$ cat config.mk
export PLATFORM = sky130hd
export DESIGN_NAME = pulse_stretch_flat
export DESIGN_NICKNAME = d
export VERILOG_FILES = /design/src/rtl/pulse_stretch_if.sv /design/src/rtl/pulse_stretch.sv /design/src/flat_wrapper.sv
export SDC_FILE = /design/constraint.sdc
export NUM_CORES = 1
export LEC_CHECK = 0
export CAP_MARGIN = 20
export CORE_UTILIZATION = 50
export DETAILED_ROUTE_END_ITERATION = 10
export DONT_BUFFER_PORTS = 1
export GPL_ROUTABILITY_DRIVEN = 0
export PLACE_DENSITY = 0.68
export SYNTH_ARGS = -nofsm -noshare
export SYNTH_HDL_FRONTEND = slang
export SYNTH_SLANG_ARGS = --single-unit
export TNS_END_PERCENT = 5
$ cat constraint.sdc
create_clock -name clk_i -period 1.7 [get_ports clk_i]
set_input_delay 0.085 -clock clk_i [delete_from_list [all_inputs] [get_ports clk_i]]
set_output_delay 0.085 -clock clk_i [all_outputs]
set_load 0.02 [all_outputs]
$ cat src/rtl/pulse_stretch_if.sv
// Strobe-in / stretched-pulse-out bundle for pulse_stretch.
// The master side is the control logic issuing strobes; the slave side is
// the stretcher that drives the pin-level pulse and its status.
interface pulse_stretch_if #(
  parameter int PEND_W = 2
) ();
  logic              stb_i;
  logic              clr_ovf_i;
  logic              pulse_o;
  logic              busy_o;
  logic [PEND_W-1:0] pend_o;
  logic              ovf_o;

  modport master (
    output stb_i,
    output clr_ovf_i,
    input  pulse_o,
    input  busy_o,
    input  pend_o,
    input  ovf_o
  );

  modport slave (
    input  stb_i,
    input  clr_ovf_i,
    output pulse_o,
    output busy_o,
    output pend_o,
    output ovf_o
  );
endinterface

$ cat src/rtl/pulse_stretch.sv
// Turns single-cycle strobes into fixed-width level pulses separated by a
// mandatory low gap. Strobes arriving while a pulse or gap is running are
// queued in a saturating counter and replayed back to back, so every strobe
// yields its own pulse unless the queue overflows (flagged, sticky).
module pulse_stretch #(
  parameter int PULSE_LEN = 8,
  parameter int GAP_LEN   = 2,
  parameter int PEND_W    = 2
) (
  input  logic             clk_i,
  input  logic             rst_i,
  pulse_stretch_if.slave   bus
);

  // The down-counter must hold the longer of the two phase lengths.
  localparam int CNT_MAX = (PULSE_LEN > GAP_LEN) ? PULSE_LEN : GAP_LEN;
  localparam int CNT_W   = (CNT_MAX > 1) ? $clog2(CNT_MAX + 1) : 1;

  localparam logic [CNT_W-1:0]  PULSE_LOAD = CNT_W'(PULSE_LEN - 1);
  localparam logic [CNT_W-1:0]  GAP_LOAD   = CNT_W'(GAP_LEN - 1);
  localparam logic [CNT_W-1:0]  CNT_ONE    = CNT_W'(1);
  localparam logic [PEND_W-1:0] PEND_FULL  = '1;
  localparam logic [PEND_W-1:0] PEND_ONE   = PEND_W'(1);

  typedef enum logic [1:0] {
    IDLE = 2'd0,
    HIGH = 2'd1,
    GAP  = 2'd2
  } state_t;

  state_t            state;
  state_t            state_nxt;
  logic [CNT_W-1:0]  cnt;
  logic [CNT_W-1:0]  cnt_nxt;
  logic              start_direct;
  logic              consume;
  logic              pend_inc;
  logic [PEND_W-1:0] pend_nxt;
  logic              ovf_set;
  logic              ovf_nxt;

  // Saturating pending-count update. Returns {overflow, new count}.
  // A simultaneous increment and decrement cancel, so a strobe landing on
  // the consuming cycle neither changes the count nor overflows it.
  function automatic logic [PEND_W:0] pend_update(
    input logic [PEND_W-1:0] pend,
    input logic              inc,
    input logic              dec
  );
    logic [PEND_W:0] res;
    res = {1'b0, pend};
    if (inc && !dec) begin
      if (pend == PEND_FULL) begin
        res = {1'b1, pend};
      end else begin
        res = {1'b0, pend + PEND_ONE};
      end
    end else if (dec && !inc) begin
      res = {1'b0, pend - PEND_ONE};
    end
    return res;
  endfunction

  // Sticky overflow flag: a new overflow beats a clear in the same cycle.
  function automatic logic ovf_update(
    input logic ovf,
    input logic set,
    input logic clr
  );
    logic res;
    if (set) begin
      res = 1'b1;
    end else if (clr) begin
      res = 1'b0;
    end else begin
      res = ovf;
    end
    return res;
  endfunction

  // Next-state and counter logic; also flags how a new pulse was started.
  always_comb begin
    state_nxt    = state;
    cnt_nxt      = cnt;
    start_direct = 1'b0;
    consume      = 1'b0;
    case (state)
      IDLE: begin
        if (bus.stb_i) begin
          state_nxt    = HIGH;
          cnt_nxt      = PULSE_LOAD;
          start_direct = 1'b1;
        end
      end
      HIGH: begin
        if (cnt == '0) begin
          state_nxt = GAP;
          cnt_nxt   = GAP_LOAD;
        end else begin
          cnt_nxt = cnt - CNT_ONE;
        end
      end
      GAP: begin
        if (cnt != '0) begin
          cnt_nxt = cnt - CNT_ONE;
        end else if (bus.pend_o != '0) begin
          // Queued requests are served before a fresh strobe; the fresh
          // strobe is then queued behind them.
          state_nxt = HIGH;
          cnt_nxt   = PULSE_LOAD;
          consume   = 1'b1;
        end else if (bus.stb_i) begin
          state_nxt    = HIGH;
          cnt_nxt      = PULSE_LOAD;
          start_direct = 1'b1;
        end else begin
          state_nxt = IDLE;
        end
      end
      default: begin
        state_nxt = IDLE;
        cnt_nxt   = '0;
      end
    endcase
  end

  // Queue and overflow bookkeeping for strobes that could not start a pulse.
  always_comb begin
    pend_inc            = bus.stb_i && !start_direct;
    {ovf_set, pend_nxt} = pend_update(bus.pend_o, pend_inc, consume);
    ovf_nxt             = ovf_update(bus.ovf_o, ovf_set, bus.clr_ovf_i);
  end

  // State, counter and registered outputs; reset clears everything at once.
  always_ff @(posedge clk_i or posedge rst_i) begin
    if (rst_i) begin
      state       <= IDLE;
      cnt         <= '0;
      bus.pulse_o <= 1'b0;
      bus.busy_o  <= 1'b0;
      bus.pend_o  <= '0;
      bus.ovf_o   <= 1'b0;
    end else begin
      state       <= state_nxt;
      cnt         <= cnt_nxt;
      bus.pulse_o <= (state_nxt == HIGH);
      bus.busy_o  <= (state_nxt != IDLE);
      bus.pend_o  <= pend_nxt;
      bus.ovf_o   <= ovf_nxt;
    end
  end

endmodule

$ cat src/flat_wrapper.sv
// flat-port wrapper written by rule: the top's interface ports become plain ports
module pulse_stretch_flat 
#(
  parameter int PULSE_LEN = 8,
  parameter int GAP_LEN   = 2,
  parameter int PEND_W    = 2
)
  (clk_i, rst_i, bus_stb_i, bus_clr_ovf_i, bus_pulse_o, bus_busy_o, bus_pend_o, bus_ovf_o);
  pulse_stretch_if #(.PEND_W(PEND_W)) bus_i ();
  input  logic clk_i;
  input  logic rst_i;
  input wire logic [$bits(bus_i.stb_i)-1:0] bus_stb_i;
  input wire logic [$bits(bus_i.clr_ovf_i)-1:0] bus_clr_ovf_i;
  output wire logic [$bits(bus_i.pulse_o)-1:0] bus_pulse_o;
  output wire logic [$bits(bus_i.busy_o)-1:0] bus_busy_o;
  output wire logic [$bits(bus_i.pend_o)-1:0] bus_pend_o;
  output wire logic [$bits(bus_i.ovf_o)-1:0] bus_ovf_o;
  assign bus_i.stb_i = bus_stb_i;
  assign bus_i.clr_ovf_i = bus_clr_ovf_i;
  assign bus_pulse_o = bus_i.pulse_o;
  assign bus_busy_o = bus_i.busy_o;
  assign bus_pend_o = bus_i.pend_o;
  assign bus_ovf_o = bus_i.ovf_o;
  pulse_stretch #(.PULSE_LEN(PULSE_LEN), .GAP_LEN(GAP_LEN), .PEND_W(PEND_W)) u_core (.clk_i(clk_i), .rst_i(rst_i), .bus(bus_i));
endmodule
==> impl_metrics.yaml <==
route:
  drc: 0
  drt-pass1-iter-count: 4
  wire_per_inst_um: 15.1
  ant_nets: 0
  avgViaCountPerCell: 5.63
  wl_um: 1510
  vias: 563
  drtIter0Drc: 18
layout:
  final_util: 0.632
  area_delta_synth_final_pct: 15.9
  drive_above_1_share: 0.224
  nets: 94
  diodes: 0
floorplanning:
  start_util: 0.545
  dieWidth_um: 39.9
  dieArea_um2: 1590
  die_y_um: 39.9
  rows: 13
  core-area_um2: 1320
  io_pins: 9
grt:
  grt_use_total: 0.227
  grt_pass1_wl_um: 2290
  overflow: 0
  antenna_found_initial: 0
  grt_max_degree: 19
  grt_pass1_vias: 511
yosys:
  synth_top_family_by_area: "compound AO/OA/AOI/OAI gates"
  synthAdderAreaFrac: 0.0697
  synth-edff-count: 0
  seq_area_frac_synth: 0.383
  synthFlopType: "dfrtp_1"
  synthArstFlopShare: 1.00
  synth_compound_area_frac: 0.213
  syn_inst: 75
  synth_xor_area_frac: 0.0366
  synth_mux_area_frac: 0.0488
  synth-simple-area-share: 0.185
  ys_seq_elements: 11
  synth_common_cells: "11 x dfrtp_1, 9 x o21ai_0, 6 x inv_1, 4 x ha_1, 4 x nor2_1"
  yosys_warnings: 0
  synth_area_um2: 718
  synth_cell_types: 34
  synth_top_area_share: 0.383
  yosys.area.top_type: "dfrtp_1"
  synth.most_common_cell: "dfrtp_1"
  postSynthAreaPerCell_um2: 9.58
  synth.top_cells.by_area: "dfrtp_1 38%, ha_1 7.0%, o21ai_0 6.3%"
  synth_nets: 83
run_status:
  status: "complete, no violations"
critical_path:
  cp.arrival_ns: 1.80
  critical_path_class: "reg2reg"
  worst_setup_path_end_kind: "flip-flop"
  start_kind: "flip-flop"
  critPathRequiredTime_ns: 1.86
  worstPathMaxFanout: 2
timing:
  fmax_mhz: 611
  final.setup.worst_slack_ns: 0.0645
  slew_viol_final: 0
  rsz0062_at_grt: "no"
  period_share: 0.962
  hold_viol_final: 0
  fin_crit_ns: 1.64
  worstMarginPinSlew_ns: 0.550
  finalSetupViolations: 0
  relSlewSlack: 0.633
  fin_setup_tns_ns: 0
  finClkSkew_ns: 0.00328
  whs_ns: 0.00776
job:
  max-cap-violations: 0
placement:
  portBuffers: 0
  place_ws_ns: 0.0381
  hpwl_um: 1030
power:
  power_density_nw_per_um2: 1970
  ir_worst_vdd_mv: 1.01
  leakagePower_uw: 0.000364
  finalPower_uw: 1640
clocking:
  clock-root-buffer: "clkbuf_4"
  numCtsBuffers: 3
  clkSinkCount: 11
  clk_latency_ns: 0.28
  cts_tree: "built"
  cts.clk_slew.worst_paths_ns: 0.07
  clockBufferDepth: 2
  htreeDepth: 1
hold_path:
  hold_class: "in2reg"
==> registers in the layout, summed over array words and instances, names as in the netlist <==
name                flops
u_core.cnt              4
u_core.bus.busy_o       1
u_core.bus.pulse_o      1
u_core.state            2
u_core.bus.ovf_o        1
u_core.bus.pend_o       2
==> repair_timing <==
action | CTS | global route
endpoints found under the hold margin | 15 | 0
setup buffers | 0 | 2
setup endpoints to repair | 0 | 2
hold buffers | 3 | 0
gates resized for setup | 0 | 1
==> critical path, cell delays in order (launching register included) <==
cell,delay (ns)
dfrtp_1,0.38
inv_1,0.08
ha_2,0.19
nor3b_4,0.21
mux2_4,0.32
a22o_4,0.23
xnor2_1,0.13
==> per-layer routing <==
layer	GRT usage	vias to the layer above	wire, um
li1	-	289	-
met1	0.294	258	742
met2	0.355	14	696
met3	0.0682	2	52
met4	0.0776	0	19
met5	0	-	0
==> power by group <==
group	internal, uW	total [uW]	switching, uW
clock network	91.1	189	97.7
registers	385	582	197
logic	453	869	416
total	929	1640	711
==> cell families after synthesis <==
kind of cell	count (synthesis)
buffers and inverters	11
AO/OA/AOI/OAI	22
adder cells (fa/ha/maj)	4
XOR/XNOR	3
AND/OR/NAND/NOR	21
multiplexers	3
flip-flops	11
==> stage by stage <==
stage / cells / area (um^2)
floorplan: 75 / 721
global placement: 91 / 761
detailed placement: 91 / 761
CTS: 98 / 817
global route: 100 / 832
finish: 100 / 832
==> layout by cell type (no fill, tap or decap), drive strengths merged <==
master,Yosys,final
dfrtp,11,11
o21ai,9,9
buf,3,8
inv,6,6
nor2,4,4
ha,4,4
clkbuf,2,4
nand2,3,3
a21oi,3,3
dlygate4sd3,0,3
or3,3,3
nor2b,2,2
nor3,2,2
xnor2,2,2
o311a,2,2
mux2i,2,2
nor3b,2,2
mux2,1,1
a22o,1,1
nand2b,1,1
nand3b,1,1
or4b,1,1
a221oi,1,1
o21bai,1,1
nand3,1,1
a211oi,1,1
nand4b,1,1
a22oi,1,1
o22ai,1,1
o21a,1,1
o31a,1,1
xor2,1,1
==> cell type report <==
type	instances	area, um^2
Timing Repair Buffer	11	90.1
Multi-Input combinational cell	53	399
Sequential cell	11	275
Fill cell	111	485
Clock buffer	4	26.3
Inverter	6	22.5
Tap cell	15	18.8
==> path summary, 6_finish.rpt <==
check                                      from                   end  slack (ns)  cells after the start
min in group asynchronous                 rst_i      u_core.bus.ovf_o        0.24                      2
max                               u_core.cnt[0]  u_core.bus.pend_o[0]        0.06                      6
min                                   bus_stb_i     u_core.bus.busy_o       0.008                      2
max reg2reg                       u_core.cnt[0]  u_core.bus.pend_o[0]        0.06                      6
max in group asynchronous                 rst_i         u_core.cnt[1]        1.16                      2
min reg2reg                u_core.bus.pend_o[1]  u_core.bus.pend_o[1]        0.57                      2
No activity file was read; power rests on OpenSTA's default activity.
